`config.mk`:
```
export PLATFORM = sky130hd
export DESIGN_NAME = apb_2_axil
export DESIGN_NICKNAME = d
export VERILOG_FILES = /design/src/rtl/apb_2_axil_pkg.sv /design/src/rtl/apb_2_axil.sv
export SDC_FILE = /design/constraint.sdc
export NUM_CORES = 1
export LEC_CHECK = 0
export ABC_AREA = 1
export BUFFER_PORTS_ARGS = -buffer_cell sky130_fd_sc_hd__buf_4
export CORE_MARGIN = 3
export CORE_UTILIZATION = 35
export DETAILED_ROUTE_END_ITERATION = 10
export PLACE_DENSITY = 0.68
export SYNTH_ARGS = -nofsm -noshare
export SYNTH_HDL_FRONTEND = slang
export SYNTH_SLANG_ARGS = --single-unit
```
`constraint.sdc`:
```
create_clock -name clk_i -period 1.95 [get_ports clk_i]
set_input_delay 0 -clock clk_i [delete_from_list [all_inputs] [get_ports clk_i]]
set_output_delay 0 -clock clk_i [all_outputs]
set_load 0.02 [all_outputs]
```
`src/rtl/apb_2_axil_pkg.sv`:
```
// apb_2_axil_pkg: shared state encoding and AXI response codes for the APB to AXI4-Lite bridge
package apb_2_axil_pkg;
  typedef enum logic [2:0] {
    IDLE,
    WR_ADDR_DATA,
    WR_RESP,
    RD_ADDR,
    RD_DATA,
    DONE
  } state_e;
  localparam logic [1:0] RESP_OKAY   = 2'b00;
  localparam logic [1:0] RESP_EXOKAY = 2'b01;
  localparam logic [1:0] RESP_SLVERR = 2'b10;
  localparam logic [1:0] RESP_DECERR = 2'b11;
endpackage

```
`src/rtl/apb_2_axil.sv`:
```
// apb_2_axil: APB to AXI4-Lite bridge, one outstanding transfer; APB_2_AXIL_SLVERR_EN maps SLVERR/DECERR onto pslverr_o
module apb_2_axil
  import apb_2_axil_pkg::*;
#(
  parameter int ADDR_WIDTH = 32,
  parameter int DATA_WIDTH = 32
) (
  input  logic                    clk_i,
  input  logic                    rst_i,
  input  logic                    psel_i,
  input  logic                    penable_i,
  input  logic                    pwrite_i,
  input  logic [ADDR_WIDTH-1:0]   paddr_i,
  input  logic [DATA_WIDTH-1:0]   pwdata_i,
  input  logic [DATA_WIDTH/8-1:0] pstrb_i,
  output logic                    pready_o,
  output logic [DATA_WIDTH-1:0]   prdata_o,
  output logic                    pslverr_o,
  output logic [ADDR_WIDTH-1:0]   awaddr_o,
  output logic [2:0]              awprot_o,
  output logic                    awvalid_o,
  input  logic                    awready_i,
  output logic [DATA_WIDTH-1:0]   wdata_o,
  output logic [DATA_WIDTH/8-1:0] wstrb_o,
  output logic                    wvalid_o,
  input  logic                    wready_i,
  input  logic [1:0]              bresp_i,
  input  logic                    bvalid_i,
  output logic                    bready_o,
  output logic [ADDR_WIDTH-1:0]   araddr_o,
  output logic [2:0]              arprot_o,
  output logic                    arvalid_o,
  input  logic                    arready_i,
  input  logic [DATA_WIDTH-1:0]   rdata_i,
  input  logic [1:0]              rresp_i,
  input  logic                    rvalid_i,
  output logic                    rready_o
);
  state_e                  state_q, state_d;
  logic [ADDR_WIDTH-1:0]   addr_q, addr_d;
  logic [DATA_WIDTH-1:0]   wdata_q, wdata_d;
  logic [DATA_WIDTH/8-1:0] wstrb_q, wstrb_d;
  logic [DATA_WIDTH-1:0]   prdata_q, prdata_d;
  logic                    awvalid_q, awvalid_d;
  logic                    wvalid_q, wvalid_d;
  logic                    capture;
  assign capture   = (state_q == IDLE) & psel_i & penable_i;
  assign awvalid_d = (capture & pwrite_i) | (awvalid_q & ~awready_i);
  assign wvalid_d  = (capture & pwrite_i) | (wvalid_q & ~wready_i);
  assign addr_d    = capture ? paddr_i : addr_q;
  assign wdata_d   = capture ? pwdata_i : wdata_q;
  assign wstrb_d   = capture ? pstrb_i : wstrb_q;
  assign prdata_d  = (state_q == RD_DATA) & rvalid_i ? rdata_i : prdata_q;
  // AW and W retire independently; leave once neither is still pending, same-cycle included
  always_comb begin
    state_d = state_q;
    case (state_q)
      IDLE:         state_d = capture ? (pwrite_i ? WR_ADDR_DATA : RD_ADDR) : IDLE;
      WR_ADDR_DATA: state_d = (awvalid_d | wvalid_d) ? WR_ADDR_DATA : WR_RESP;
      WR_RESP:      state_d = bvalid_i ? DONE : WR_RESP;
      RD_ADDR:      state_d = arready_i ? RD_DATA : RD_ADDR;
      RD_DATA:      state_d = rvalid_i ? DONE : RD_DATA;
      DONE:         state_d = IDLE;
      default:      state_d = IDLE;
    endcase
  end
  always_ff @(posedge clk_i) begin
    if (rst_i) begin
      state_q   <= IDLE;
      addr_q    <= '0;
      wdata_q   <= '0;
      wstrb_q   <= '0;
      prdata_q  <= '0;
      awvalid_q <= 1'b0;
      wvalid_q  <= 1'b0;
    end else begin
      state_q   <= state_d;
      addr_q    <= addr_d;
      wdata_q   <= wdata_d;
      wstrb_q   <= wstrb_d;
      prdata_q  <= prdata_d;
      awvalid_q <= awvalid_d;
      wvalid_q  <= wvalid_d;
    end
  end
`ifdef APB_2_AXIL_SLVERR_EN
  logic [1:0] resp_q, resp_d;
  assign resp_d = (state_q == WR_RESP) & bvalid_i ? bresp_i :
                  (state_q == RD_DATA) & rvalid_i ? rresp_i : resp_q;
  always_ff @(posedge clk_i) begin
    if (rst_i) resp_q <= RESP_OKAY;
    else resp_q <= resp_d;
  end
  assign pslverr_o = (state_q == DONE) & ((resp_q == RESP_SLVERR) | (resp_q == RESP_DECERR));
`else
  logic unused_resp;
  assign unused_resp = ^{bresp_i, rresp_i};
  assign pslverr_o   = 1'b0;
`endif
  assign pready_o  = state_q == DONE;
  assign prdata_o  = prdata_q;
  assign awaddr_o  = addr_q;
  assign araddr_o  = addr_q;
  assign awprot_o  = 3'b000;
  assign arprot_o  = 3'b000;
  assign awvalid_o = awvalid_q;
  assign wvalid_o  = wvalid_q;
  assign wdata_o   = wdata_q;
  assign wstrb_o   = wstrb_q;
  assign bready_o  = state_q == WR_RESP;
  assign arvalid_o = state_q == RD_ADDR;
  assign rready_o  = state_q == RD_DATA;
endmodule

```
# Word-level counts from Yosys, hierarchy flattened
# Index checks and enable logic that the tools add are counted.
# classes
n_eq_ne	5
muxes	7
n_bitwise	11
reduce_logical	1
# op_table
cell	n
3-bit case mux with 5 select lines	1
1-bit bitwise AND	6
3-bit by 2-bit equality test with 1-bit output, second input constant	2
3-bit equality test, second input constant	2
2-bit two-way mux	3
3-bit two-way mux	2
3-bit by 1-bit equality test with 1-bit output, second input constant	1
3-bit logical NOT	1
1-bit OR	3
1-bit inverter	2
1-bit two-way mux	1
# totals
regBits	105
inputBits	114
out_inout_bits	145
word_cells	31

# Longest topological paths before layout
# Gate-level depths: netlist of the first run.
# depth
word_depth	8
mapped_depth	8

# Worst setup path before layout of the first run
# No wires, ideal clock.
# synth_path
kind	register -> register
startpoint	reg state_q[1]
endpoint	reg state_q[0]
setup_time_ps	70
arrival_ps	1220
slack_ps	660
path_stages_with_launch	7
period_less_slack_ps	1290
path_cell_list	dfxtp_1 -> nand2_1 -> nor2_1 -> nand2_1 -> o21ai_0 -> nor2_1 -> a21oi_1
# synth_via
elab_cells_between_ends	14
# synth_rtl
element	line_no	source
start, declared	apb_2_axil.sv:39	state_e state_q, state_d;
start signal, assigned	apb_2_axil.sv:77	state_q <= state_d;
3-bit by 2-bit equality test with 1-bit output	n/a	
via arvalid_o	apb_2_axil.sv:32	output logic arvalid_o,
3-bit case mux with 5 select lines	apb_2_axil.sv:57	case (state_q)
# The timed path passes the listed nets, and every way through them passes these cells.
# A chain may end at the register's enable or synchronous reset.

# Worst setup path after layout of the first run
# layout_path
startpoint	reg state_q[1]
endpoint	reg prdata_q[11] (netlist: prdata_o[11])
# layout_via
elab_chain_cells	2
# layout_lines
element	line_no	source
3-bit equality test	apb_2_axil.sv:53	assign prdata_d = (state_q == RD_DATA) & rvalid_i ? rdata_i : prdata_q;
1-bit bitwise AND	apb_2_axil.sv:53	
end signal, assigned	apb_2_axil.sv:81	prdata_q <= prdata_d;
end, declared	apb_2_axil.sv:43	logic [DATA_WIDTH-1:0] prdata_q, prdata_d;
# Every way passes these cells.

==> Implementation_results.wiki, run 1 <==
{| class="wikitable"
! Metric !! Value
|-
| Critical path capture point type || register
|-
| Per-cell routed wire length || about 15 um
|-
| Area share of the largest cell type after synthesis || 51.05%
|-
| Final max-slew violation count || 0
|-
| Result of the run || finished, final reports clean
|-
| Overflow left after global routing || 0
|-
| Wire length after detailed routing || 14250 um
|-
| Leakage || roughly 3.2 nW
|-
| Main area contributors after synthesis || sky130_fd_sc_hd__dfxtp_1 (51%), sky130_fd_sc_hd__nand2_1 (15%), sky130_fd_sc_hd__a21oi_1 (11%), sky130_fd_sc_hd__buf_4 (7.1%), sky130_fd_sc_hd__nand3_1 (4.1%)
|-
| I/O pin count || 259
|-
| Clock root buffer master || sky130_fd_sc_hd__clkbuf_16
|-
| Sequential group share of total power || between 40 and 50%
|-
| Clk pwr share || about a third
|-
| Peak fanout along the critical path || 23
|-
| Clock-pin slew on the worst setup and hold paths || 70 ps
|-
| Ant. Diodes || 0
|-
| Area of the core region || between 10000 and 15000 sq um
|-
| Global routing's busiest layer || met2
|-
| Met1 usage in global routing || 22.85%
|-
| Die W || 114.5 um
|-
| DRT antenna net count || 0
|-
| Worst hold stages || 5
|-
| Critical path required time || approximately 2200 ps
|-
| Worst-case reg-to-reg path depth || 6
|-
| Total global routing track utilization || a little over a fifth
|-
| Upper clock frequency limit || 545.9 MHz
|-
| Cell type with the highest aggregate area in the netlist || sky130_fd_sc_hd__dfxtp_1
|-
| Post-Syn Instances || 520
|-
| Switching power || about 1.4 mW
|-
| Reported max-cap violation count || 0
|-
| Shortest clock period the worst path allows after layout || approximately 1800 ps
|-
| Worst setup path category || register to register
|-
| Share of the yosys chip area belonging to registers || 51.05%
|-
| Util after Layout || between 60% and 70%
|-
| Routing usage on met2 || between 30% and 40%
|-
| Arrival time at the worst endpoint || roughly 2100 ps
|-
| Max IR drop VDD || 0.4701 mV
|-
| Setup repair after global routing missed its margin || no
|-
| Met3 demand-to-capacity share in global routing || roughly 6.3%
|-
| Synthesized cell area || between 4000 and 5000 sq um
|-
| Area of the die || roughly 13000 sq um
|-
| Number of distinct library cells after synthesis || 21
|-
| Multi-input combinational cell area || ~1500 sq um
|-
| Post-route setup TNS || 0 ps
|-
| Initial antenna violation count || 0
|-
| Later-pin clock latency in the skew report || around 340 ps
|-
| Post-Synthesis Mean Instance Area || between 7 and 8 sq um
|-
| Setup violations, final || 0
|-
| Post-CTS setup buffer count || 0
|-
| Level count of the clock H-tree || 3
|-
| Fraction of final layout cells sized beyond drive strength 1 || 35.08%
|-
| Routed vias || approximately 4600
|-
| Area taken by flip-flops and latches || around 2100 sq um
|-
| Final hold vios || 0
|-
| Detail Placement HPWL || around 9000 um
|-
| Die height || approximately 110 um
|-
| Starting density of the core || a little under two fifths
|-
| Layout fillers || approximately 870
|-
| Global-route wire length before repair || approximately 22000 um
|-
| First-pass DRT Iterations || 4
|-
| Num Clock Sinks || ~110
|-
| Switching fraction of total power || a little over a quarter
|-
| Final worst-path cycle share || 93.94%
|-
| Critical Path Source Type || register
|-
| Via count of the first global-routing pass || ~4600
|-
| Area Overhead vs Synth || 76.21%
|-
| Number of buffer cells added on primary ports || between 200 and 250
|-
| Total of warnings raised by yosys || 0
|-
| Final nets || ~950
|-
| Maximum number of pins on one net before global-route repair || ~70
|-
| P per Cell Area || about 710 nW/um^2
|-
| Drc violations || 0
|-
| Number of violations reported at the end of detailed-routing iteration 0 || around 200
|-
| Clock tree from TritonCTS || built
|-
| Post-DR vias/cell || approximately 4.7
|-
| Internal || roughly 3.8 mW
|-
| Kind of path behind the tightest hold check || input port to register
|-
| Maximum number of buffers from clock root to sink || 2
|-
| Number of standard-cell rows in the floorplan || 38
|-
| Final weighted congestion in routability-driven placement || roughly 0.78
|-
| Skew final || ~5.0 ps
|-
| TritonCTS buffer count || 9
|-
| Number of flip-flops and latches in the synthesized netlist || 105
|-
| Share of total power in combinational logic || roughly 23%
|}
[worst paths after layout]
path	slack, ps	end	from
setup / recovery	120	prdata_o[11]$_SDFFE_PP0P_	state_q[1]$_SDFF_PP0_
hold / removal	50	state_q[2]$_SDFF_PP0_	bvalid_i
setup reg to reg	120	prdata_o[11]$_SDFFE_PP0P_	state_q[1]$_SDFF_PP0_
hold reg to reg	460	prdata_o[29]$_SDFFE_PP0P_	prdata_o[29]$_SDFFE_PP0P_
[power by group through the flow]
stage	Sequential, mW	Combinational, mW	Clock [mW]
6_report	2.33	1.16	1.68
3_5_place_dp	2.38	0.972	0
3_3_place_gp	2.37	0.961	0
4_1_cts	2.33	1.15	1.73
5_1_grt	2.34	1.25	1.83
2_1_floorplan	2.49	0.442	0
[logic make-up after synthesis]
| family | share of synthesized area [%] |
|---|---|
| AO/OA/AOI/OAI | 13.98 |
| other | 0.09107 |
| flip-flops | 51.05 |
| AND/OR/NAND/NOR | 22.67 |
| buffers and inverters | 12.22 |
[synth_stat cells]
cell type	n
sky130_fd_sc_hd__inv_2	2
sky130_fd_sc_hd__buf_6	3
sky130_fd_sc_hd__buf_4	39
sky130_fd_sc_hd__nand2_1	166
sky130_fd_sc_hd__nand3_2	1
sky130_fd_sc_hd__nor2_2	1
sky130_fd_sc_hd__a21oi_1	94
sky130_fd_sc_hd__nand3_1	34
sky130_fd_sc_hd__nor3_4	1
sky130_fd_sc_hd__buf_2	15
sky130_fd_sc_hd__o21ai_0	2
sky130_fd_sc_hd__nor3_1	2
sky130_fd_sc_hd__clkbuf_1	18
sky130_fd_sc_hd__nand2_2	10
sky130_fd_sc_hd__a21oi_2	10
sky130_fd_sc_hd__nand4_1	2
sky130_fd_sc_hd__a211oi_1	1
sky130_fd_sc_hd__dfxtp_1	105
sky130_fd_sc_hd__conb_1	1
sky130_fd_sc_hd__nor2_1	6
sky130_fd_sc_hd__inv_1	7
[worst max-delay path, cell delays in order (launching register included)]
cell,delay [ps]
sky130_fd_sc_hd__dfxtp_1,390
sky130_fd_sc_hd__nor3_4,230
sky130_fd_sc_hd__nand2_2,200
sky130_fd_sc_hd__buf_12,220
sky130_fd_sc_hd__nand2_1,60
sky130_fd_sc_hd__a21oi_1,60
sky130_fd_sc_hd__dlygate4sd3_1,560
[metal layers]
layer / routed length (um) / vias up
met1: 5409 / 2092
met5: 0 / -
li1: - / 2253
met3: 1218 / 32
met2: 7244 / 191
met4: 373 / 0
[flip-flops by register name, summed over array words and instances, names as in the netlist]
signal	count
araddr_o	32
prdata_o	32
wdata_o	32
state_q	3
awvalid_o	1
wvalid_o	1
wstrb_o	4
[what timing repair did]
action / in CTS / in global routing
endpoints found under the setup margin: 0 / 10
endpoints found under the hold margin: 104 / 0
hold buffers: 117 / 0
resized for setup: 0 / 2
[placed cells by master (no fill, tap or decap), types with 3 or more instances in the layout]
cell,count
sky130_fd_sc_hd__conb_1,7
sky130_fd_sc_hd__buf_12,4
sky130_fd_sc_hd__a21oi_1,94
sky130_fd_sc_hd__nand3_1,34
sky130_fd_sc_hd__dlygate4sd3_1,117
sky130_fd_sc_hd__clkbuf_16,9
sky130_fd_sc_hd__clkinv_2,3
sky130_fd_sc_hd__a21oi_2,10
sky130_fd_sc_hd__nand2_2,11
sky130_fd_sc_hd__buf_4,249
sky130_fd_sc_hd__inv_1,7
sky130_fd_sc_hd__nand2_1,165
sky130_fd_sc_hd__dfxtp_1,105
sky130_fd_sc_hd__nor2_1,6
[stage by stage]
stage | hold slack [ps] | instance area, sq um | power, mW | cells | setup slack, ps
global route | 69.98 | 7256 | 5.420 | 978 | 23.48
CTS | 32.32 | 7249 | 5.214 | 978 | 34.41
floorplan | 136.4 | 4140 | 2.933 | 526 | 659.8
finish | 48.31 | 7256 | 5.174 | 978 | 118.1
global placement | 252.1 | 5803 | 3.333 | 845 | 465.4
detailed placement | 257.6 | 5803 | 3.350 | 845 | 391.3
[layout make-up]
| cell class | count | share of cell area, % |
|---|---|---|
| Clock inverter | 3 | 0.2069 |
| Tap cell | 140 | 2.414 |
| Sequential cell | 105 | 28.97 |
| Multi-Input combinational cell | 337 | 21.19 |
| Timing Repair Buffer | 371 | 43.16 |
| Inverter | 9 | 0.4656 |
| Clock buffer | 13 | 3.587 |
Power figures use the tool's default switching activity.
==> inputs of run 2 (changes only) <==
SETUP_SLACK_MARGIN = 0.15   (was not set)
==> run 2 against run 1 <==
Power is 0.24% lower. Hold slack improved by 2.2 ps. Clock power is essentially flat. First-iteration DRC count increased by 11%. Non-clock buffer count decreased by 12. Clock skew about the same. Sequential share of layout area up 0.51 points. Cell area is 1.7% lower. Cell count is 1.2% lower. Sequential cell count unchanged. Sequential power about the same. Largest power group unchanged. Highest routed layer unchanged.
==> Implementation_results.wiki, run 2 (same netlist as run 1, synthesis figures left out) <==
{| class="wikitable"
! Metric !! Value
|-
| Peak fanout along the critical path || 18
|-
| Setup WS pre-CTS || around 390 ps
|-
| Post-CTS setup buffer count || 0
|-
| Setup violations, final || 0
|-
| Result of the run || finished, final reports clean
|-
| Ant. Diodes || 0
|-
| First-pass DRT Iterations || 4
|-
| Worst hold margin || 50.51 ps
|-
| Overflow left after global routing || 0
|-
| DRT antenna net count || 0
|-
| Starting density of the core || between 30% and 40%
|-
| Setup repair after global routing missed its margin || no
|-
| Wire length after detailed routing || ~14000 um
|-
| P per Cell Area || slightly above 700 nW/um^2
|-
| Total global routing track utilization || between 20% and 30%
|-
| Post-DR vias/cell || around 4.7
|-
| Placement-stage cell area || roughly 5800 sq um
|-
| Most frequent standard cell in the layout excluding fill and tap cells || sky130_fd_sc_hd__buf_4
|-
| Worst path top cell family by delay || buffers and inverters
|-
| Upper clock frequency limit || 631.5 MHz
|-
| Final design area excluding fillers || 7129 sq um
|-
| Per-cell routed wire length || 14.47 um
|-
| Routed vias || roughly 4500
|-
| Final weighted congestion in routability-driven placement || 0.7757
|-
| Global-route wire length before repair || 21580 um
|-
| Worst setup path category || register to register
|-
| Max IR drop VDD || between 0.4 and 0.5 mV
|-
| Area of the core region || 11170 sq um
|-
| I/O pin count || ~260
|-
| Total power || roughly 5.2 mW
|-
| Die height || around 110 um
|-
| CTS Hold Bufs || about 110
|-
| Drc violations || 0
|-
| Maximum number of buffers from clock root to sink || 2
|-
| Number of violations reported at the end of detailed-routing iteration 0 || roughly 220
|-
| Clock-pin slew on the worst setup and hold paths || approximately 60 ps
|-
| Worst path slowest cell || sky130_fd_sc_hd__dfxtp_1
|-
| Skew final || between 5 and 6 ps
|-
| Number of standard cells in the layout, taps in and fillers out || just under 1000
|-
| Die W || around 110 um
|-
| Area taken by flip-flops and latches || about 2100 sq um
|-
| Number of standard-cell rows in the floorplan || 38
|-
| Initial antenna violation count || 0
|-
| Level count of the clock H-tree || 3
|-
| Multi-input combinational cell area || ~1500 sq um
|-
| Number of buffer cells added on primary ports || around 250
|-
| Total placed cells including tap cells || roughly 850
|-
| Critical Path Source Type || register
|-
| Critical path capture point type || register
|-
| Final worst-path cycle share || between 80% and 90%
|-
| Detail Placement HPWL || 8796 um
|-
| Shortest clock period the worst path allows after layout || approximately 1600 ps
|-
| Highest cell delay on the worst timing path || around 390 ps
|-
| Clock root buffer master || sky130_fd_sc_hd__clkbuf_16
|-
| Area Overhead vs Synth || 73.14%
|-
| Minimum setup slack in the final design || between 300 and 400 ps
|-
| Util after Layout || 63.81%
|-
| Final nets || 935
|-
| Cell-by-cell trace of the critical path || nor2_2, nand3_2, inv_2, buf_4, nand2_1, a21oi_1
|-
| Final hold vios || 0
|-
| Fraction of final layout cells sized beyond drive strength 1 || a little over a third
|-
| Top library cells by usage in the layout, fill and taps aside || sky130_fd_sc_hd__buf_4 (250), sky130_fd_sc_hd__nand2_1 (166), sky130_fd_sc_hd__dfxtp_1 (105), sky130_fd_sc_hd__dlygate4sd3_1 (105), sky130_fd_sc_hd__a21oi_1 (94)
|-
| Leakage || 3.152 nW
|-
| Later-pin clock latency in the skew report || 340 ps
|-
| Post-route setup TNS || 0 ps
|-
| Via count of the first global-routing pass || 4467
|-
| Layout fillers || ~880
|-
| Area of the die || 13100 sq um
|-
| Maximum number of pins on one net before global-route repair || 71
|-
| Arrival time at the worst endpoint || ~1900 ps
|-
| Reported max-cap violation count || 0
|-
| Count of instances resized after the clock tree is built || 0
|-
| Clock tree from TritonCTS || built
|-
| TritonCTS buffer count || 9
|-
| Final max-slew violation count || 0
|-
| Kind of path behind the tightest hold check || input port to register
|-
| Num Clock Sinks || 105
|-
| Critical path required time || roughly 2200 ps
|-
| Number of buffer and inverter instances along the worst setup path || 2
|}
## run 2: changes by cell type in the layout (fill, tap and decap cells not counted)
cell | previous run | this run
sky130_fd_sc_hd__dlygate4sd3_1 | 117 | 105
sky130_fd_sc_hd__nand2_1 | 165 | 166
sky130_fd_sc_hd__buf_4 | 249 | 250
sky130_fd_sc_hd__nand2_2 | 11 | 10
sky130_fd_sc_hd__buf_6 | 1 | 0
## run 2: worst paths after layout
check | startpoint | to | slack (ps) | cells past startpoint
worst max-delay path | state_q[1]$_SDFF_PP0_ | wstrb_o[3]$_SDFFE_PP0N_ | 370 | 6
worst max register to register | state_q[1]$_SDFF_PP0_ | wstrb_o[3]$_SDFFE_PP0N_ | 370 | 6
worst min register to register | prdata_o[29]$_SDFFE_PP0P_ | prdata_o[29]$_SDFFE_PP0P_ | 460 | 2
worst min-delay path | bvalid_i | state_q[2]$_SDFF_PP0_ | 50 | 5
## run 2: power by group
part / switching [mW] / internal (mW)
clock network: 0.743 / 0.931
logic: 0.589 / 0.566
registers: 0.0791 / 2.25
total: 1.41 / 3.75
## run 2: cell type report
| cell class | count | area share [%] |
|---|---|---|
| repair buffers | 359 | 42.19 |
| flip-flops and latches | 105 | 29.48 |
| multi-input cells | 337 | 21.53 |
| clock buffers | 13 | 3.650 |
| well taps | 140 | 2.457 |
| inverters | 9 | 0.4739 |
| clock inverters | 3 | 0.2106 |
## run 2: metal layers
layer  vias up  GRT usage (%)  share of wire (%)
li1       2233              -                  -
met1      2059          22.30                 38
met2       200          36.48                 50
met3        30          6.290                8.7
met4         0          8.472                2.6
met5         -              0                  0
## run 2: worst min-delay path: stages
cell and delay, ps:
sky130_fd_sc_hd__buf_4 90, sky130_fd_sc_hd__inv_1 40, sky130_fd_sc_hd__nor2_1 100, sky130_fd_sc_hd__a211oi_1 50, sky130_fd_sc_hd__nor2_1 70
==> inputs of run 3 (changes only) <==
PLACE_DENSITY = 0.7   (was 0.68)
clock period = 1.4 ns   (was 1.95 ns; I/O delays follow)
==> run 3 against run 2 <==
Maximum frequency rose by 22%. First-iteration DRC count rose by 31%. Clock power rose by 57%. Global-route usage rose by 0.38 points. Power rose by 52%. Via count rose by 5.7%. Die area did not move. Combinational power rose by 68%. Core utilization rose by 5.4 points.
==> Implementation_results.wiki, run 3 (same netlist as run 1, synthesis figures left out) <==
{| class="wikitable"
! Metric !! Value
|-
| Result of the run || finished, final reports clean
|-
| Clock root buffer master || sky130_fd_sc_hd__clkbuf_16
|-
| Setup repair after global routing missed its margin || yes
|-
| Layout fillers || 807
|-
| Number of violations reported at the end of detailed-routing iteration 0 || about 290
|-
| Arrival time at the worst endpoint || approximately 1500 ps
|-
| Area Overhead vs Synth || 87.88%
|-
| Final weighted congestion in routability-driven placement || approximately 0.78
|-
| Maximum number of buffers from clock root to sink || 2
|-
| Maximum number of pins on one net before global-route repair || between 100 and 150
|-
| Critical path required time || between 1500 and 2000 ps
|-
| Detail Placement HPWL || about 8600 um
|-
| Upper clock frequency limit || 773.2 MHz
|-
| Most frequent standard cell in the layout excluding fill and tap cells || sky130_fd_sc_hd__buf_4
|-
| Fraction of final layout cells sized beyond drive strength 1 || 42.22%
|-
| Top library cells by usage in the layout, fill and taps aside || sky130_fd_sc_hd__buf_4 (251), sky130_fd_sc_hd__nand2_1 (144), sky130_fd_sc_hd__dlygate4sd3_1 (104)
|-
| Peak fanout along the critical path || 5
|-
| Critical Path Source Type || register
|-
| Level count of the clock H-tree || 3
|-
| Global-route wire length before repair || about 22000 um
|-
| Worst setup path category || register to register
|-
| Num Clock Sinks || approximately 110
|-
| Skew final || 4.818 ps
|-
| P per Cell Area || slightly above 1000 nW/um^2
|-
| TritonCTS buffer count || 9
|-
| Final nets || around 960
|-
| Reported max-cap violation count || 0
|-
| Area of the core region || about 11000 sq um
|-
| Clock-pin slew on the worst setup and hold paths || around 60 ps
|-
| Slew margin rel. || a little over three fifths
|-
| Die W || roughly 110 um
|-
| Setup violations, final || 0
|-
| Starting density of the core || between 30 and 40%
|-
| Critical path capture point type || register
|-
| Per-cell routed wire length || between 15 and 20 um
|-
| Kind of path behind the tightest hold check || input port to register
|-
| Max IR drop VDD || approximately 0.71 mV
|-
| Number of buffer cells added on primary ports || approximately 250
|-
| I/O pin count || approximately 260
|-
| Total global routing track utilization || a little over a fifth
|-
| Final worst-path cycle share || 92.38%
|-
| Die height || 114.5 um
|-
| Routed vias || 4781
|-
| Drc violations || 0
|-
| Final hold vios || 0
|-
| First-pass DRT Iterations || 4
|-
| Final max-slew violation count || 0
|-
| Number of standard-cell rows in the floorplan || 38
|-
| Leakage || approximately 3.4 nW
|-
| Initial antenna violation count || 0
|-
| Via count of the first global-routing pass || 4593
|-
| Util after Layout || 69.24%
|-
| Ant. Diodes || 0
|-
| Post-DR vias/cell || around 4.8
|-
| Transition time at the pin with the least slew margin || 561.8 ps
|-
| DRT antenna net count || 0
|-
| Clock tree from TritonCTS || built
|-
| Area of the die || between 10000 and 15000 sq um
|-
| Later-pin clock latency in the skew report || around 330 ps
|-
| Overflow left after global routing || 0
|-
| Post-route setup TNS || 0 ps
|-
| Wire length after detailed routing || 15920 um
|-
| Multi-input combinational cell area || 1683 sq um
|-
| Area taken by flip-flops and latches || approximately 2100 sq um
|-
| Shortest clock period the worst path allows after layout || between 1000 and 1500 ps
|}
==> run 3: cell count changes in the layout (fill, tap and decap cells not counted), moves of 3 or more <==
cell                        change
sky130_fd_sc_hd__a21oi_1        -8
sky130_fd_sc_hd__nand2_4        +3
sky130_fd_sc_hd__clkbuf_16      +7
sky130_fd_sc_hd__nand2_2       +19
sky130_fd_sc_hd__dfxtp_1        -3
sky130_fd_sc_hd__nand3_2        +5
sky130_fd_sc_hd__nand2_1       -22
sky130_fd_sc_hd__buf_6          +9
sky130_fd_sc_hd__buf_12         +3
sky130_fd_sc_hd__nand3_1        -6
sky130_fd_sc_hd__a21oi_2        +8
==> run 3: final timing paths <==
| path | start | to | slack, ps | cells past startpoint |
|---|---|---|---|---|
| worst min register to register | prdata_o[9]$_SDFFE_PP0P_ | prdata_o[9]$_SDFFE_PP0P_ | 460 | 2 |
| worst max register to register | state_q[1]$_SDFF_PP0_ | araddr_o[6]$_SDFFE_PP0N_ | 110 | 6 |
| worst min-delay path | bvalid_i | state_q[1]$_SDFF_PP0_ | 40 | 4 |
| worst max-delay path | state_q[1]$_SDFF_PP0_ | araddr_o[6]$_SDFFE_PP0N_ | 110 | 6 |
==> run 3: layout make-up <==
type / count / share of cell area, %
tap: 140 / 2.264
inverter: 9 / 0.5984
clock buffer: 10 / 2.960
clock inverter: 6 / 1.067
multi-input combinational: 337 / 21.75
timing repair buffer: 381 / 44.10
sequential: 105 / 27.25
==> run 3: power by group <==
group | switching [mW] | internal (mW)
Clock | 1.07 | 1.56
Combinational | 0.940 | 0.993
Sequential | 0.121 | 3.14
==> run 3: through the flow <==
step	std cells	hold WS (ps)	worst slack (ps)	power [mW]	cell area, sq um
final	988	42.68	106.6	7.827	7736
after global routing	988	96.50	38.94	8.177	7736
after CTS	971	22.43	92.71	7.618	7296
after detailed placement	846	258.7	32.48	4.680	5826
after global placement	846	252.1	84.15	4.653	5826
after floorplan	526	136.4	195.6	4.085	4143
==> run 3: per-layer routing <==
| metal | share of wire, % | GRT usage [%] |
|---|---|---|
| met1 | 37 | 22.58 |
| met5 | 0 | 0 |
| met3 | 7.4 | 4.440 |
| met2 | 53 | 38.38 |
| met4 | 2.6 | 9.422 |
==> run 3: critical path, stage by stage (launching register included) <==
cell and delay [ps]:
sky130_fd_sc_hd__dfxtp_4 370, sky130_fd_sc_hd__nor2_4 140, sky130_fd_sc_hd__nand3_4 170, sky130_fd_sc_hd__buf_6 190
sky130_fd_sc_hd__clkbuf_16 150, sky130_fd_sc_hd__nand2_1 80, sky130_fd_sc_hd__a21oi_2 60
==> run 3: repair_timing <==
action                     CTS  global route
hold buffers               104             0
gates cloned                 2            10
resized for setup           12            51
setup buffers                3             7
hold endpoints to repair   104             0
setup endpoints to repair   72           103
pin swaps                    1            20
